[config.mk]
export PLATFORM = sky130hd
export DESIGN_NAME = axis_rr_arbiter_flat
export DESIGN_NICKNAME = d
export VERILOG_FILES = /design/src/rtl/axis_rr_arbiter_if.sv /design/src/rtl/axis_rr_arbiter.sv /design/src/flat_wrapper.sv
export SDC_FILE = /design/constraint.sdc
export NUM_CORES = 1
export LEC_CHECK = 0
export CORE_UTILIZATION = 30
export DETAILED_ROUTE_END_ITERATION = 10
export PLACE_DENSITY = 0.81
export SLEW_MARGIN = 20
export SYNTH_ARGS = -nofsm -noshare
export SYNTH_HDL_FRONTEND = slang
export SYNTH_SLANG_ARGS = --single-unit
[constraint.sdc]
create_clock -name clk -period 2.7 [get_ports clk]
set_input_delay 0.54 -clock clk [delete_from_list [all_inputs] [get_ports clk]]
set_output_delay 0.54 -clock clk [all_outputs]
set_load 0.05 [all_outputs]
[src/rtl/axis_rr_arbiter_if.sv]
// AXI-Stream bundle between N_SRC sources and the single arbitrated master port.
// The master modport is the arbiter's view; slave is the environment's view.
interface axis_rr_arbiter_if #(
  parameter int N_SRC = 4
) ();
  logic [N_SRC-1:0]   s_tvalid;
  logic [N_SRC-1:0]   s_tlast;
  logic [N_SRC-1:0]   s_tready;
  logic [N_SRC*8-1:0] s_tdata;
  logic [N_SRC*4-1:0] s_tdest;
  logic [N_SRC*4-1:0] s_tuser;
  logic [N_SRC*2-1:0] s_tid;

  logic       m_tvalid;
  logic       m_tlast;
  logic       m_tready;
  logic [7:0] m_tdata;
  logic [3:0] m_tdest;
  logic [3:0] m_tuser;
  logic [1:0] m_tid;

  modport master (
    input  s_tvalid, s_tlast, s_tdata, s_tdest, s_tuser, s_tid, m_tready,
    output s_tready, m_tvalid, m_tlast, m_tdata, m_tdest, m_tuser, m_tid
  );

  modport slave (
    output s_tvalid, s_tlast, s_tdata, s_tdest, s_tuser, s_tid, m_tready,
    input  s_tready, m_tvalid, m_tlast, m_tdata, m_tdest, m_tuser, m_tid
  );
endinterface

[src/rtl/axis_rr_arbiter.sv]
// Packet-level round-robin arbiter: up to 4 AXIS sources onto one master port.
// A grant is held for a whole packet; IDLE always inserts one bubble between packets.
module axis_rr_arbiter #(
  parameter int N_SRC       = 4,
  parameter int ID_OVERRIDE = 1
) (
  input  logic                clk,
  input  logic                rst,
  input  logic [N_SRC-1:0]    src_en,
  axis_rr_arbiter_if.master   bus,
  output logic [1:0]          grant_idx,
  output logic                busy,
  output logic [15:0]         pkt_cnt
);

  typedef enum logic {
    IDLE  = 1'b0,
    GRANT = 1'b1
  } state_t;

  localparam logic [1:0] LAST_IDX = 2'(N_SRC - 1);

  state_t      state_q, state_d;
  logic [1:0]  grant_q, grant_d;
  logic [1:0]  rr_ptr_q, rr_ptr_d;
  logic [15:0] pkt_cnt_q, pkt_cnt_d;

  // Source vectors widened to four lanes so a 2-bit index is always in range.
  logic [3:0]  req_pad, valid_pad, last_pad, ready_pad;
  logic [31:0] data_pad;
  logic [15:0] dest_pad, user_pad;
  logic [7:0]  tid_pad;

  always_comb begin
    req_pad   = '0;
    valid_pad = '0;
    last_pad  = '0;
    data_pad  = '0;
    dest_pad  = '0;
    user_pad  = '0;
    tid_pad   = '0;
    req_pad[N_SRC-1:0]     = bus.s_tvalid & src_en;
    valid_pad[N_SRC-1:0]   = bus.s_tvalid;
    last_pad[N_SRC-1:0]    = bus.s_tlast;
    data_pad[N_SRC*8-1:0]  = bus.s_tdata;
    dest_pad[N_SRC*4-1:0]  = bus.s_tdest;
    user_pad[N_SRC*4-1:0]  = bus.s_tuser;
    tid_pad[N_SRC*2-1:0]   = bus.s_tid;
  end

  // First requesting source at or above rr_ptr, wrapping at N_SRC.
  logic [1:0] pick;
  logic       found;

  always_comb begin
    logic [1:0] idx;
    pick  = rr_ptr_q;
    found = 1'b0;
    idx   = rr_ptr_q;
    for (int k = 0; k < N_SRC; k++) begin
      if (!found && req_pad[idx]) begin
        pick  = idx;
        found = 1'b1;
      end
      idx = (idx == LAST_IDX) ? 2'd0 : idx + 2'd1;
    end
  end

  // NOTE: every output and next-state signal gets a default first, so no path leaves one unassigned and no latch is inferred.
  always_comb begin
    state_d   = state_q;
    grant_d   = grant_q;
    rr_ptr_d  = rr_ptr_q;
    pkt_cnt_d = pkt_cnt_q;
    ready_pad = '0;

    bus.m_tvalid = 1'b0;
    bus.m_tlast  = 1'b0;
    bus.m_tdata  = data_pad[{grant_q, 3'b000} +: 8];
    bus.m_tdest  = dest_pad[{grant_q, 2'b00} +: 4];
    bus.m_tuser  = user_pad[{grant_q, 2'b00} +: 4];
    bus.m_tid    = (ID_OVERRIDE != 0) ? grant_q : tid_pad[{grant_q, 1'b0} +: 2];

    unique case (state_q)
      IDLE: begin
        if (found) begin
          grant_d = pick;
          state_d = GRANT;
        end
      end
      GRANT: begin
        bus.m_tvalid       = valid_pad[grant_q];
        bus.m_tlast        = last_pad[grant_q];
        ready_pad[grant_q] = bus.m_tready;
        if (valid_pad[grant_q] && bus.m_tready && last_pad[grant_q]) begin
          rr_ptr_d  = (grant_q == LAST_IDX) ? 2'd0 : grant_q + 2'd1;
          pkt_cnt_d = pkt_cnt_q + 16'd1;
          state_d   = IDLE;
        end
      end
      default: state_d = IDLE;
    endcase

    bus.s_tready = ready_pad[N_SRC-1:0];
  end

  // NOTE: sequential state uses non-blocking assignments so all registers update together at the edge.
  always_ff @(posedge clk) begin
    if (rst) begin
      state_q   <= IDLE;
      grant_q   <= '0;
      rr_ptr_q  <= '0;
      pkt_cnt_q <= '0;
    end else begin
      state_q   <= state_d;
      grant_q   <= grant_d;
      rr_ptr_q  <= rr_ptr_d;
      pkt_cnt_q <= pkt_cnt_d;
    end
  end

  assign grant_idx = grant_q;
  assign busy      = (state_q == GRANT);
  assign pkt_cnt   = pkt_cnt_q;

endmodule

[src/flat_wrapper.sv]
// flat-port wrapper written by rule: the top's interface ports become plain ports
module axis_rr_arbiter_flat 
#(
  parameter int N_SRC       = 4,
  parameter int ID_OVERRIDE = 1
)
  (clk, rst, src_en, grant_idx, busy, pkt_cnt, bus_s_tvalid, bus_s_tlast, bus_s_tdata, bus_s_tdest, bus_s_tuser, bus_s_tid, bus_m_tready, bus_s_tready, bus_m_tvalid, bus_m_tlast, bus_m_tdata, bus_m_tdest, bus_m_tuser, bus_m_tid);
  axis_rr_arbiter_if #(.N_SRC(N_SRC)) bus_i ();
  input  logic clk;
  input  logic rst;
  input  logic [N_SRC-1:0] src_en;
  output logic [1:0] grant_idx;
  output logic busy;
  output logic [15:0] pkt_cnt;
  input wire logic [$bits(bus_i.s_tvalid)-1:0] bus_s_tvalid;
  input wire logic [$bits(bus_i.s_tlast)-1:0] bus_s_tlast;
  input wire logic [$bits(bus_i.s_tdata)-1:0] bus_s_tdata;
  input wire logic [$bits(bus_i.s_tdest)-1:0] bus_s_tdest;
  input wire logic [$bits(bus_i.s_tuser)-1:0] bus_s_tuser;
  input wire logic [$bits(bus_i.s_tid)-1:0] bus_s_tid;
  input wire logic [$bits(bus_i.m_tready)-1:0] bus_m_tready;
  output wire logic [$bits(bus_i.s_tready)-1:0] bus_s_tready;
  output wire logic [$bits(bus_i.m_tvalid)-1:0] bus_m_tvalid;
  output wire logic [$bits(bus_i.m_tlast)-1:0] bus_m_tlast;
  output wire logic [$bits(bus_i.m_tdata)-1:0] bus_m_tdata;
  output wire logic [$bits(bus_i.m_tdest)-1:0] bus_m_tdest;
  output wire logic [$bits(bus_i.m_tuser)-1:0] bus_m_tuser;
  output wire logic [$bits(bus_i.m_tid)-1:0] bus_m_tid;
  assign bus_i.s_tvalid = bus_s_tvalid;
  assign bus_i.s_tlast = bus_s_tlast;
  assign bus_i.s_tdata = bus_s_tdata;
  assign bus_i.s_tdest = bus_s_tdest;
  assign bus_i.s_tuser = bus_s_tuser;
  assign bus_i.s_tid = bus_s_tid;
  assign bus_i.m_tready = bus_m_tready;
  assign bus_s_tready = bus_i.s_tready;
  assign bus_m_tvalid = bus_i.m_tvalid;
  assign bus_m_tlast = bus_i.m_tlast;
  assign bus_m_tdata = bus_i.m_tdata;
  assign bus_m_tdest = bus_i.m_tdest;
  assign bus_m_tuser = bus_i.m_tuser;
  assign bus_m_tid = bus_i.m_tid;
  axis_rr_arbiter #(.N_SRC(N_SRC), .ID_OVERRIDE(ID_OVERRIDE)) u_core (.clk(clk), .rst(rst), .src_en(src_en), .bus(bus_i), .grant_idx(grant_idx), .busy(busy), .pkt_cnt(pkt_cnt));
endmodule
* Word level (Yosys, flattened, before mapping)
Index checks and enable logic that the tools add are counted.
** Cells by class
- Bitwise gates (word level) :: 3
- $lt $le $gt $ge :: 6
- $add $sub $neg :: 5
- Shift operators :: 3
- Muxes and demuxes :: 31
- Reductions and logical operators :: 11
- Equal/unequal tests :: 4
** Operators by type and width (number)
- $shiftx A16 B5 Y4 :: 2
- $shiftx A32 B6 Y8 :: 1
- $add A16 B1 Y16 const B :: 1
- $lt A2 B3 Y1 const B :: 5
- $mux W1 :: 15
- $mux W2 :: 7
- $bmux W1 S2 :: 6
- $add A2 B1 Y2 const B :: 4
- $and A4 B4 Y4 :: 2
- $eq A2 B2 Y1 const B :: 4
- $logic_and A1 B1 Y1 :: 6
- $mux W4 :: 1
- $reduce_and A2 Y1 :: 2
- $logic_not A1 Y1 :: 3
- $demux W1 S2 :: 1
- $ge A2 B1 Y1 const B :: 1
- $pmux W1 S2 :: 1
- $not A1 Y1 :: 1
** Storage, ports and cells
- Output and inout port bits :: 43
- Word-level logic and storage cells :: 67
- Bits in registers :: 21

* Longest topological paths before layout
- Word-level depth :: 15
- Depth in mapped cells :: 7

* Least setup slack after synthesis
No wires, ideal clock.
- Kind :: reg2out
- From :: reg u_core.grant_q[1] (netlist: u_core.bus.m_tid[1])
- To :: out bus_s_tready[1]
- Cell stages (with the launch flop) :: 6
- Data required time :: 2.160 ns
- Data arrival time :: 1.938 ns
- Path buffers :: 2
- Slack :: 0.222 ns
- Cells stage by stage :: dfxtp_1 buf_2 buf_1 inv_1 ha_1 and3_1
** Between the ends
- Word-level cells in the longest chain between the ends :: 6
- Elaborated cells between the ends (all ways) :: 7
** RTL lines
- from (decl) :: line axis_rr_arbiter.sv:24 : logic [1:0] grant_q, grant_d;
- from (signal assigned) :: line axis_rr_arbiter.sv:116 : grant_q <= grant_d;
- $lt A2 B3 Y1 (implied by the code) or $ge A2 B1 Y1 (tied branches) :: line axis_rr_arbiter.sv:94 : ready_pad[grant_q] = bus.m_tready;
- $logic_and A1 B1 Y1 (implied by the code) :: line axis_rr_arbiter.sv:94
- $mux W1 (implied by the code) :: line axis_rr_arbiter.sv:94
- $demux W1 S2 *
- $and A4 B4 Y4 (no line) *
- $mux W4 * :: line axis_rr_arbiter.sv:84 : unique case (state_q)
- to (decl) :: line flat_wrapper.sv:22 : output wire logic [$bits(bus_i.s_tready)-1:0] bus_s_tready;
Every way passes the cells marked *; elsewhere a longest branch is shown, timed or not.

* Final worst setup path
- From :: reg u_core.grant_q[0] (netlist: u_core.bus.m_tid[0])
- To :: out bus_m_tdata[4]
** Between the ends
- Word-level cells in the longest chain between the ends :: 1
** RTL lines
- $shiftx A32 B6 Y8 :: line axis_rr_arbiter.sv:79 : bus.m_tdata = data_pad[{grant_q, 3'b000} +: 8];
- to (decl) :: line flat_wrapper.sv:25 : output wire logic [$bits(bus_i.m_tdata)-1:0] bus_m_tdata;
Every way passes these cells.

==> flow_summary.json <==
{
  "synth_nets": 272,
  "area_growth_syn_to_layout_pct": 75.02,
  "power_uw": 1189,
  "placed_cells": 366,
  "wirelength_mm": 5.699,
  "start_util_pct": 31.36,
  "die_area_sq_um": 6136,
  "dp_hpwl_mm": 4.648,
  "power.leakage_uw": 0.001143,
  "max_slew_margin_pct": 64.97,
  "criticalPathCategory": "reg -> out",
  "synthArstFlopShare_pct": 0,
  "clk_path_buf_depth": 2,
  "gp_congestion": 0.8522,
  "synth_top_area_share_pct": 24.05,
  "final_hold_viol_count": 0,
  "ys_seq_area_share_pct": 24.05,
  "fmax_ghz": 0.4063,
  "synth_top_area_cell": "dfxtp_1",
  "syn_inst": 179,
  "cts_made_buffers": 3,
  "hold_path_class": "reg -> reg",
  "fin_skew_ns": 0.002399,
  "cts.clk_slew.worst_paths_ns": 0.08,
  "grt_max_degree": 17,
  "drive_above_1_share_pct": 17.45,
  "hold_buffers": 0,
  "yosysWarnings": 0,
  "arrival_ns": 1.92,
  "cts_tree": "yes",
  "grt_overflow_total": 0,
  "path_max_fanout": 13,
  "syn_area_sq_um": 1748,
  "tns_ns": 0,
  "max_cap_violations": 0,
  "power_density_nw_per_um2": 388.6,
  "num_rows": 27,
  "grt_pass1_wl_mm": 9.190,
  "min_period_ns": 2.461,
  "outcome": "finished clean",
  "required_ns": 2.16,
  "fin_area_sq_um": 3059,
  "final_cells": 370,
  "coreArea_sq_um": 5574,
  "rsz0062_at_grt": "false",
  "final_core_util_pct": 54.88,
  "clockRootBuffer": "clkbuf_8",
  "via_per_inst": 5.297,
  "antenna_left": 0,
  "diodes": 0,
  "critPathCaptureType": "primary output",
  "drt_first_iter_violations": 86,
  "grt_pass1_vias": 1949,
  "ctsResizeCount": 0,
  "grtUsageTotal_pct": 18.55,
  "wl_per_cell_um": 15.40,
  "postCtsSetupBuffers": 0,
  "worst_skew_pair.late_latency_ns": 0.26,
  "port_buffers": 121,
  "synth_edf_count": 0,
  "die_w_um": 78.33,
  "vias": 1960,
  "final_common_cell": "clkdlybuf4s50_1",
  "synth.avg_cell_area_sq_um": 9.765,
  "synthTopCellsByArea": "dfxtp_1 24%, mux4_2 19%, xnor2_1 6.5%, mux4_1 6.0%, ha_1 4.3%",
  "ys_seq_elements": 21,
  "clock_sinks": 21,
  "vdd_drop_max_v": 0.0002204,
  "h-tree-depth": 1,
  "drc": 0,
  "placed_cell_area_sq_um": 3014,
  "fillers": 517,
  "setup_violations": 0,
  "most-common-layout-cells": "96 x clkdlybuf4s50_1, 28 x buf_4, 21 x dfxtp_1, 20 x nor2_1, 15 x mux4_2",
  "ys_types": 42,
  "ys.flop_type": "dfxtp_1",
  "fin_crit_sh_pct": 91.15,
  "worstMarginPinSlew_ns": 0.5247,
  "start_kind": "flip-flop",
  "firstDrtPassIters": 4,
  "slew_viol_final": 0,
  "antenna_found_initial": 0,
  "num-nets-final": 392,
  "die_h_um": 78.33,
  "io_pins": 130
}
==> Yosys cell counts, types with 2 or more instances <==
| cell type | number |
|---|---|
| dfxtp_1 | 21 |
| nor2_1 | 20 |
| mux4_2 | 15 |
| xnor2_1 | 13 |
| nand2_1 | 10 |
| inv_1 | 7 |
| nand3_1 | 7 |
| ha_1 | 6 |
| nand4_1 | 6 |
| nor3_1 | 6 |
| and2_1 | 5 |
| clkbuf_1 | 5 |
| nor4_1 | 5 |
| o21ai_0 | 5 |
| a21oi_1 | 4 |
| and3_1 | 4 |
| mux4_1 | 4 |
| buf_2 | 3 |
| o211a_1 | 3 |
| a211oi_1 | 2 |
| a221oi_1 | 2 |
| a31oi_1 | 2 |
| buf_4 | 2 |
| buf_6 | 2 |
| mux2i_1 | 2 |
| o2111ai_1 | 2 |
==> state kept, by name (all words and copies together) (netlist names) <==
| signal | flops |
|---|---|
| u_core.rr_ptr_q | 2 |
| u_core.pkt_cnt | 16 |
| u_core.busy | 1 |
| u_core.bus.m_tid | 2 |
==> critical path: stages, from the launching register on <==
cell and delay [ns]:
dfxtp_1 0.57, buf_4 0.34, mux4_2 0.54, buf_4 0.21
==> power by group <==
group	internal (uW)	switching (uW)	leakage, uW
sequential	318	25.8	0.000170
combinational	293	348	0.000950
clock	105	99.7	0.0000228
==> metal layers <==
metal,routed length (um),vias to the layer above,global-route usage [%]
met5,0,-,0
met4,129,0,5.556
met3,432,12,3.721
met2,2933,85,35.09
met1,2203,937,20.66
li1,-,926,-
==> area by class of cell <==
class	instances	area, sq um	area share [%]
clock buffer	4	45.04	1.472
tap	72	90.09	2.945
multi-input combinational	138	1226	40.08
timing repair buffer	128	1251	40.90
sequential	21	420.4	13.74
inverter	7	26.28	0.8589
==> final timing paths <==
kind	startpoint	to	slack [ns]	cells past startpoint
setup / recovery	u_core.bus.m_tid[0]$_SDFFE_PP0P_	bus_m_tdata[4]	0.24	3
hold / removal	u_core.pkt_cnt[15]$_SDFFE_PP0P_	u_core.pkt_cnt[15]$_SDFFE_PP0P_	0.52	2
setup reg to reg	u_core.rr_ptr_q[0]$_SDFFE_PP0P_	u_core.bus.m_tid[0]$_SDFFE_PP0P_	0.51	6
hold reg to reg	u_core.pkt_cnt[15]$_SDFFE_PP0P_	u_core.pkt_cnt[15]$_SDFFE_PP0P_	0.52	2
==> per-stage QoR <==
| step | hold WS, ns | setup WS (ns) |
|---|---|---|
| after floorplan | 0.5403 | 0.2222 |
| after global placement | 0.5067 | 0.2345 |
| after detailed placement | 0.5088 | 0.1963 |
| after CTS | 0.5303 | 0.2262 |
| after global routing | 0.5619 | 0.1365 |
| final | 0.5212 | 0.2388 |
==> logic make-up (layout without fill, tap and decap cells) <==
kind of cell / after synthesis / after routing / share of synthesized area, %
multiplexers: 21 / 21 / 26.49
AO/OA/AOI/OAI: 27 / 27 / 11.38
XOR/XNOR: 14 / 14 / 7.015
buffers and inverters: 20 / 139 / 5.798
adder cells (fa/ha/maj): 6 / 6 / 4.295
AND/OR/NAND/NOR: 70 / 70 / 20.97
flip-flops: 21 / 21 / 24.05
Note: power is estimated with default switching activity, not from simulation.
